File: src/rtl/seq_mul16_cla.sv
// Sequential unsigned 16x16 shift-and-add multiplier built around one cla16x16.
// Optional build macro MUL_ZERO_SKIP_EN: a zero operand bypasses RUN and yields 0 one edge after accept.

module cla16x16 (
  input  logic [15:0] a_i,
  input  logic [15:0] b_i,
  input  logic        cin_i,
  output logic [15:0] sum_o,
  output logic        cout_o
);

  logic [15:0] g;
  logic [15:0] p;
  logic [15:0] c;
  logic [3:0]  grp_g;
  logic [3:0]  grp_p;
  logic [4:0]  grp_c;

  assign g = a_i & b_i;
  assign p = a_i ^ b_i;

  // Two-level lookahead: 4-bit group generate/propagate, then group carries.
  always_comb begin
    grp_g = '0;
    grp_p = '0;
    for (int i = 0; i < 4; i++) begin
      grp_p[i] = p[4*i+3] & p[4*i+2] & p[4*i+1] & p[4*i];
      grp_g[i] = g[4*i+3]
               | (p[4*i+3] & g[4*i+2])
               | (p[4*i+3] & p[4*i+2] & g[4*i+1])
               | (p[4*i+3] & p[4*i+2] & p[4*i+1] & g[4*i]);
    end
  end

  always_comb begin
    grp_c    = '0;
    grp_c[0] = cin_i;
    grp_c[1] = grp_g[0] | (grp_p[0] & grp_c[0]);
    grp_c[2] = grp_g[1] | (grp_p[1] & grp_g[0]) | (grp_p[1] & grp_p[0] & grp_c[0]);
    grp_c[3] = grp_g[2] | (grp_p[2] & grp_g[1]) | (grp_p[2] & grp_p[1] & grp_g[0])
             | (grp_p[2] & grp_p[1] & grp_p[0] & grp_c[0]);
    grp_c[4] = grp_g[3] | (grp_p[3] & grp_g[2]) | (grp_p[3] & grp_p[2] & grp_g[1])
             | (grp_p[3] & grp_p[2] & grp_p[1] & grp_g[0])
             | (grp_p[3] & grp_p[2] & grp_p[1] & grp_p[0] & grp_c[0]);
  end

  always_comb begin
    c = '0;
    for (int i = 0; i < 4; i++) begin
      c[4*i]   = grp_c[i];
      c[4*i+1] = g[4*i] | (p[4*i] & grp_c[i]);
      c[4*i+2] = g[4*i+1] | (p[4*i+1] & g[4*i]) | (p[4*i+1] & p[4*i] & grp_c[i]);
      c[4*i+3] = g[4*i+2] | (p[4*i+2] & g[4*i+1]) | (p[4*i+2] & p[4*i+1] & g[4*i])
               | (p[4*i+2] & p[4*i+1] & p[4*i] & grp_c[i]);
    end
  end

  assign sum_o  = p ^ c;
  assign cout_o = grp_c[4];

endmodule

module seq_mul16_cla #(
  parameter int WIDTH = 16
) (
  input  logic               clk,
  input  logic               rst,
  input  logic               in_valid,
  output logic               in_ready,
  input  logic [WIDTH-1:0]   in_a,
  input  logic [WIDTH-1:0]   in_b,
  output logic               out_valid,
  input  logic               out_ready,
  output logic [2*WIDTH-1:0] out_p,
  output logic               busy
);

  // Handshake: a transfer happens on a rising edge where valid && ready are both
  // high; valid, once raised, is held with stable data until that edge.

  if (WIDTH != 16) begin : g_width_check
    $error("seq_mul16_cla: WIDTH must be 16 (bound to cla16x16)");
  end

  typedef enum logic [1:0] {
    S_IDLE = 2'd0,
    S_RUN  = 2'd1,
    S_DONE = 2'd2
  } state_t;

  state_t              state_q;
  logic [WIDTH-1:0]    mcand_q;
  logic [2*WIDTH-1:0]  acc_q;
  logic [3:0]          count_q;
  logic [2*WIDTH-1:0]  out_p_q;
  logic                out_valid_q;

  logic [WIDTH-1:0]    addend;
  logic [WIDTH:0]      sum;
  logic [2*WIDTH-1:0]  acc_d;

  // The multiplier occupies acc_q[15:0]: its next bit is always acc_q[0], and
  // each shift retires one multiplier bit while a product bit enters from above.
  assign addend = acc_q[0] ? mcand_q : '0;

  cla16x16 u_cla (
    .a_i   (acc_q[2*WIDTH-1:WIDTH]),
    .b_i   (addend),
    .cin_i (1'b0),
    .sum_o (sum[WIDTH-1:0]),
    .cout_o(sum[WIDTH])
  );

  assign acc_d = {sum, acc_q[WIDTH-1:1]};

  always_ff @(posedge clk) begin
    if (rst) begin
      state_q     <= S_IDLE;
      mcand_q     <= '0;
      acc_q       <= '0;
      count_q     <= '0;
      out_p_q     <= '0;
      out_valid_q <= 1'b0;
    end else begin
      case (state_q)
        S_IDLE: begin
          if (in_valid && in_ready) begin
            mcand_q <= in_a;
            acc_q   <= {{WIDTH{1'b0}}, in_b};
            count_q <= '0;
`ifdef MUL_ZERO_SKIP_EN
            if ((in_a == '0) || (in_b == '0)) begin
              out_p_q <= '0;
              state_q <= S_DONE;
            end else begin
              state_q <= S_RUN;
            end
`else
            state_q <= S_RUN;
`endif
          end
        end
        S_RUN: begin
          acc_q   <= acc_d;
          count_q <= count_q + 4'd1;
          if (count_q == 4'd15) begin
            out_p_q     <= acc_d;
            out_valid_q <= 1'b1;
            state_q     <= S_DONE;
          end
        end
        S_DONE: begin
          // Entered with out_valid low only from the zero-skip path.
          if (!out_valid_q) begin
            out_valid_q <= 1'b1;
          end else if (out_ready) begin
            out_valid_q <= 1'b0;
            state_q     <= S_IDLE;
          end
        end
        default: begin
          state_q     <= S_IDLE;
          out_valid_q <= 1'b0;
        end
      endcase
    end
  end

  assign in_ready  = (state_q == S_IDLE) && !rst;
  assign busy      = (state_q == S_RUN);
  assign out_valid = out_valid_q;
  assign out_p     = out_p_q;

endmodule
File: config.mk
export PLATFORM = sky130hd
export DESIGN_NAME = seq_mul16_cla
export DESIGN_NICKNAME = d
export VERILOG_FILES = /design/src/rtl/seq_mul16_cla.sv
export SDC_FILE = /design/constraint.sdc
export NUM_CORES = 1
export LEC_CHECK = 0
export BUFFER_PORTS_ARGS = -buffer_cell sky130_fd_sc_hd__buf_2
export CORE_UTILIZATION = 40
export DETAILED_ROUTE_END_ITERATION = 8
export PLACE_DENSITY = 0.67
export SYNTH_ARGS = -nofsm -noshare
export SYNTH_HDL_FRONTEND = slang
export SYNTH_SLANG_ARGS = --single-unit
File: constraint.sdc
create_clock -name clk -period 2.87 [get_ports clk]
set_input_delay 0 -clock clk [delete_from_list [all_inputs] [get_ports clk]]
set_output_delay 0 -clock clk [all_outputs]
set_load 0.02 [all_outputs]
## Yosys cells after proc, flatten, opt, wreduce, memory -nomap -nowiden

Index checks and enable logic that the tools add are counted.

- Flip-flop bits (word level): 87
- Input bits: 36
- Output and inout bits: 35
- Word-level logic and storage cells: 144

- Add/sub/neg operators: 1
- Equal/unequal tests: 7
- Muxes and demuxes: 14
- Bitwise gates (word level): 106
- Reductions and logical operators: 10

Operators by type and width:

| cell | count |
|---|---|
| case mux 32 bit (2 select lines) | 1 |
| bitwise AND 1 bit | 63 |
| bitwise OR 1 bit | 39 |
| two-way mux 32 bit | 1 |
| bitwise XOR 16 bit | 2 |
| bitwise AND 16 bit | 1 |
| two-way mux 16 bit | 1 |
| two-way mux 2 bit | 4 |
| case mux 4 bit (2 select lines) | 1 |
| AND reduction 2 bit | 4 |
| inequality test 2 bit (second input constant) | 3 |
| case mux 2 bit (3 select lines) | 1 |
| adder 4 x 1 -> 4 bit (second input constant) | 1 |
| equality test 4 bit (second input constant) | 1 |
| two-way mux 4 bit | 1 |
| AND reduction 4 bit | 1 |
| two-way mux 1 bit | 3 |
| case mux 1 bit (3 select lines) | 1 |
| equality test 2 x 1 -> 1 bit (second input constant) | 1 |
| equality test 2 bit (second input constant) | 1 |
| logical AND 1 bit | 2 |
| zero test 2 bit | 1 |
| inequality test 2 x 1 -> 1 bit (second input constant) | 1 |
| nonzero test 2 bit | 1 |
| 2 further kinds | 2 |

## Longest topological paths before layout

- Depth after elaboration: 13
- Depth in mapped cells: 12
- Gate-level depth less buffers: 11

## Hierarchy

From an unflattened synthesis, not the netlist that was laid out.

- Cell total of the unflattened synthesis: 505
- Area total of the unflattened synthesis: 4265.3 um2

By module, submodules not included:

| module | instances | cells an instance | area each (um2) |
|---|---|---|---|
| seq_mul16_cla | 1 | 405 | 3495.9 |
| cla16x16 | 1 | 100 | 769.5 |

## Worst setup path after synthesis

Ideal clock, no wire load.

- Path type: register -> register
- Start point: register acc_q[0]
- End point: register acc_q[28]
- Setup time: 128 ps
- Arrival: 2416 ps
- Required time: 2742 ps
- Path slack: 326 ps
- Stages on the path, launching flop included: 12
- Period minus slack after synthesis: 2544 ps
- Path through: dfxtp_1 clkbuf_1 and2_1 ha_1 a21o_1 a21o_1 a21oi_1 a21boi_0 fa_1 xor2_1 a22oi_1 nor2_1

- Cells in the longest elaborated chain, start to end: 13
- Elaborated cells between the ends (all ways): 38

Ends and longest elaborated chain:

| what | RTL line | text |
|---|---|---|
| from (decl) | 93 | `logic [2*WIDTH-1:0] acc_q;` |
| from (signal assigned) | 129 | `acc_q <= {{WIDTH{1'b0}}, in_b};` |
| two-way mux 16 bit (*) | 104 | `assign addend = acc_q[0] ? mcand_q : '0;` |
| bitwise XOR 16 bit or bitwise AND 16 bit (tied branches) | 20, 19 |  |
| bitwise AND 1 bit, on equally long branches | -- |  |
| bitwise OR 1 bit (tied with other cells) | 29 | `\| (p[4*i+3] & g[4*i+2])` |
| bitwise OR 1 bit or bitwise AND 1 bit (tied branches) | 30, 31 |  |
| bitwise OR 1 bit | 31 | `\| (p[4*i+3] & p[4*i+2] & p[4*i+1] & g[4*i]);` |
| bitwise AND 1 bit | 40 | `grp_c[3] = grp_g[2] \| (grp_p[2] & grp_g[1]) \| (grp_p[2] & grp_p[1] & grp_g[0])` |
| bitwise OR 1 bit (2 in a row) | 40 |  |
| bitwise AND 1 bit | 51 | `c[4*i+1] = g[4*i] \| (p[4*i] & grp_c[i]);` |
| bitwise OR 1 bit | 51 |  |
| bitwise XOR 16 bit (*) | 58 | `assign sum_o = p ^ c;` |
| case mux 32 bit (2 select lines) (*) | 125 | `case (state_q)` |

Every way passes the cells marked *; elsewhere a longest branch is shown, timed or not.
A chain may end at the register's enable or synchronous reset.

## Worst setup path after layout

Same ends and word-level chain as after synthesis.

==> impl_metrics.yaml <==
worst_setup_path:
  ff2ff_path_depth: 10
  r2r_start: "acc_q[0]"
  cp_num_buf_inv: 0
  slowest_stage: "dfxtp_2"
  cp-start-kind: "flip-flop"
  cp_top_family: "compound AO/OA/AOI/OAI gates"
  path_depth: 10
  rrSetupSlack_ns: 0.26
  reg2reg_to: "acc_q[28]"
  cp_data_arrival_time_ns: 2.83
  required_ns: 3.09
  crit_fanout: 17
  crit_chain: "and2_1 > ha_1 > a21o_1 > a21o_1 > a21oi_1 > a21boi_0 > fa_1 > xor2_1 > a22oi_1 > nor2_1"
  max_stage_delay_ns: 0.46
  cp-end-kind: "flip-flop"
  cp_common_cell: "a21o_1"
  crit_type: "reg2reg"
floorplan:
  core_area_um2: 9950
  die_x_um: 104
  die_h_um: 104
  start_util_pct: 42.0
  dieArea_um2: 10900
  rows: 36
  io_pins: 71
synthesis:
  synth_fp_nets: 553
  avgSynthCellArea_um2: 8.50
  yosysWarnings: 0
  ys_dominant_reg_cell: "dfxtp_1"
  synth_edf_count: 0
  yosysUniqueCellTypes: 52
  syn_area_um2: 4180
  ys_seq_elements: 87
  ys_async_sr_fraction_pct: 0
  synth-seq-area-share_pct: 41.6
  syn_inst: 492
sta:
  fin_tns_setup_ns: 0
  setup_viol: 0
  fin_crit_sh_pct: 91.0
  fmaxAchievable_mhz: 383
  tightest_slew_ns: 0.965
  post-route-min-period_ns: 2.61
  hold_violations: 0
  rsz0062_at_grt: "no"
  drv_slew: 0
  finalClockSkew_ns: 0.0122
  relSlewSlack_pct: 35.6
clock_network:
  numCtsBuffers: 9
  cts_setup_buffers: 0
  cts_num_sinks: 87
  h-tree-depth: 3
  cts.clk_slew.worst_paths_ns: 0.10
  cts_tree: "done"
  clockBufferDepth: 2
  clockRootBuffer: "clkbuf_8"
  insertion_delay_ns: 0.36
drt:
  firstDrtPassIters: 4
  ant_nets: 0
  post-route-drc-count: 0
  wirelength_um: 9800
  wl_per_cell_um: 13.6
  dr.first_iter.drc_count: 140
  vias: 3759
  vias_per_cell: 5.20
global_route:
  antenna_found_initial: 0
  grt_usage_pct: 18.7
  grt_overflow: 0
  grt_pass1_wl_um: 16700
  grt_max_degree: 72
  grt_pass1_vias: 3541
finish:
  final_cell_mix: "88 x nand2_1, 86 x dfxtp_1, 70 x buf_2"
  final_common_cell: "nand2_1"
  n_antenna_cell: 0
  register_area_um2: 1740
  syn_to_final_growth_pct: 23.7
  final_nets: 646
  fill_cells: 951
  drive_gt1_share_pct: 19.2
  multi_input_area_um2: 2260
  final_cells: 723
power:
  p_per_area_nw_per_um2: 531
  total_leakage_power_nw: 2.26
  peakVddDrop_mv: 0.308
placed_design:
  placed_cells: 678
  dp_hpwl_um: 6750
  port_buffers: 70
  gp_congestion: 0.894
min_path:
  worst_hold_startpoint: "in_b[2]"
  hp-class: "in2reg"
  worstHoldEndpoint: "acc_q[2]"
  min_path_cells: 3
run:
  max_cap_violations: 0
status:
  status: "finished clean"
-- worst max path at each step --
stage / start / endpoint / slack [ns]
final: acc_q[0] / acc_q[28] / 0.26
after global routing: acc_q[0] / acc_q[28] / 0.03
after CTS: acc_q[0] / acc_q[28] / 0.1
after detailed placement: acc_q[0] / acc_q[28] / 0.14
after global placement: acc_q[0] / acc_q[28] / 0.20
after floorplan: acc_q[0] / acc_q[28] / 0.33
-- synth_stat cells (12+ instances only) --
cell type | number | area (um^2)
dfxtp_1 | 87 | 1740
nand3_1 | 22 | 110
a22oi_1 | 13 | 97.6
nand2_1 | 88 | 330
mux2i_1 | 18 | 180
nor2_1 | 46 | 173
a211oi_1 | 19 | 143
ha_1 | 21 | 263
inv_1 | 12 | 45.0
clkbuf_1 | 20 | 75.1
a21oi_1 | 41 | 205
and2_1 | 17 | 106
-- state kept, by name, summed over array words and instances, names as in the netlist --
| register | count |
|---|---|
| state_q | 2 |
| acc_q | 32 |
| mcand_q | 16 |
| out_valid | 1 |
| out_p | 32 |
| count_q | 4 |
-- layer usage --
layer / track usage (%) / vias to the layer above / wire length [um] / part of all wire (%)
met3: 2.88 / 8 / 389 / 4.0
met4: 6.33 / 0 / 91 / 0.93
met1: 24.7 / 1748 / 4690 / 48
li1: - / 1910 / - / -
met2: 31.1 / 93 / 4640 / 47
met5: 0 / - / 0 / 0
-- what timing repair did --
item                       CTS  global route
setup endpoints to repair    0             3
hold endpoints to repair    29             0
resized for setup            0             1
hold buffers                29             0
-- kinds of logic (layout without fill, tap and decap cells) --
family | Yosys count | in the layout | share of synthesized area (%)
AOI/OAI and AO/OA | 110 | 110 | 18.2
xor gates and xnor gates | 7 | 7 | 1.47
adders and majority gates | 25 | 25 | 8.20
buffers and inverters | 43 | 141 | 4.31
DFF | 87 | 87 | 41.6
muxes | 18 | 18 | 4.31
and+or+nand+nor | 202 | 202 | 21.8
-- area by class of cell --
type / count / area share, %
clock inverters: 7 / 1.67
multi-input cells: 362 / 43.8
well taps: 133 / 3.22
flip-flops and latches: 87 / 33.7
clock buffers: 9 / 2.39
repair buffers: 112 / 14.3
inverters: 13 / 0.992
-- report_power, final --
part | internal (W) | switching, W | leakage (nW) | total (W)
clock | 0.000423 | 0.000495 | 0.104 | 0.000918
combinational | 0.000206 | 0.000293 | 1.44 | 0.000499
sequential | 0.00128 | 0.0000515 | 0.707 | 0.00133
-- worst reg2reg max path, delay by kind of cell, from the launching register on --
| kind | cells | cell delay, ns |
|---|---|---|
| compound gates | 5 | 0.94 |
| xor+xnor | 1 | 0.18 |
| fa+ha+maj | 2 | 0.68 |
| flops | 1 | 0.46 |
| simple gates | 2 | 0.22 |
-- stage by stage --
stage | utilization [%] | power (W) | setup WS [ns] | hold WS (ns) | instance area, um^2
6_report | 52.0 | 0.00275 | 0.259 | 0.0203 | 5170
5_1_grt | 52.0 | 0.00289 | 0.0334 | 0.0140 | 5170
4_1_cts | 52.0 | 0.00277 | 0.0983 | 0.00958 | 5170
3_5_place_dp | 46.9 | 0.00183 | 0.137 | 0.187 | 4670
3_3_place_gp | 46.9 | 0.00182 | 0.200 | 0.183 | 4670
2_1_floorplan | - | 0.00169 | 0.326 | 0.0989 | 4180
(Power assumes the default switching activity.)
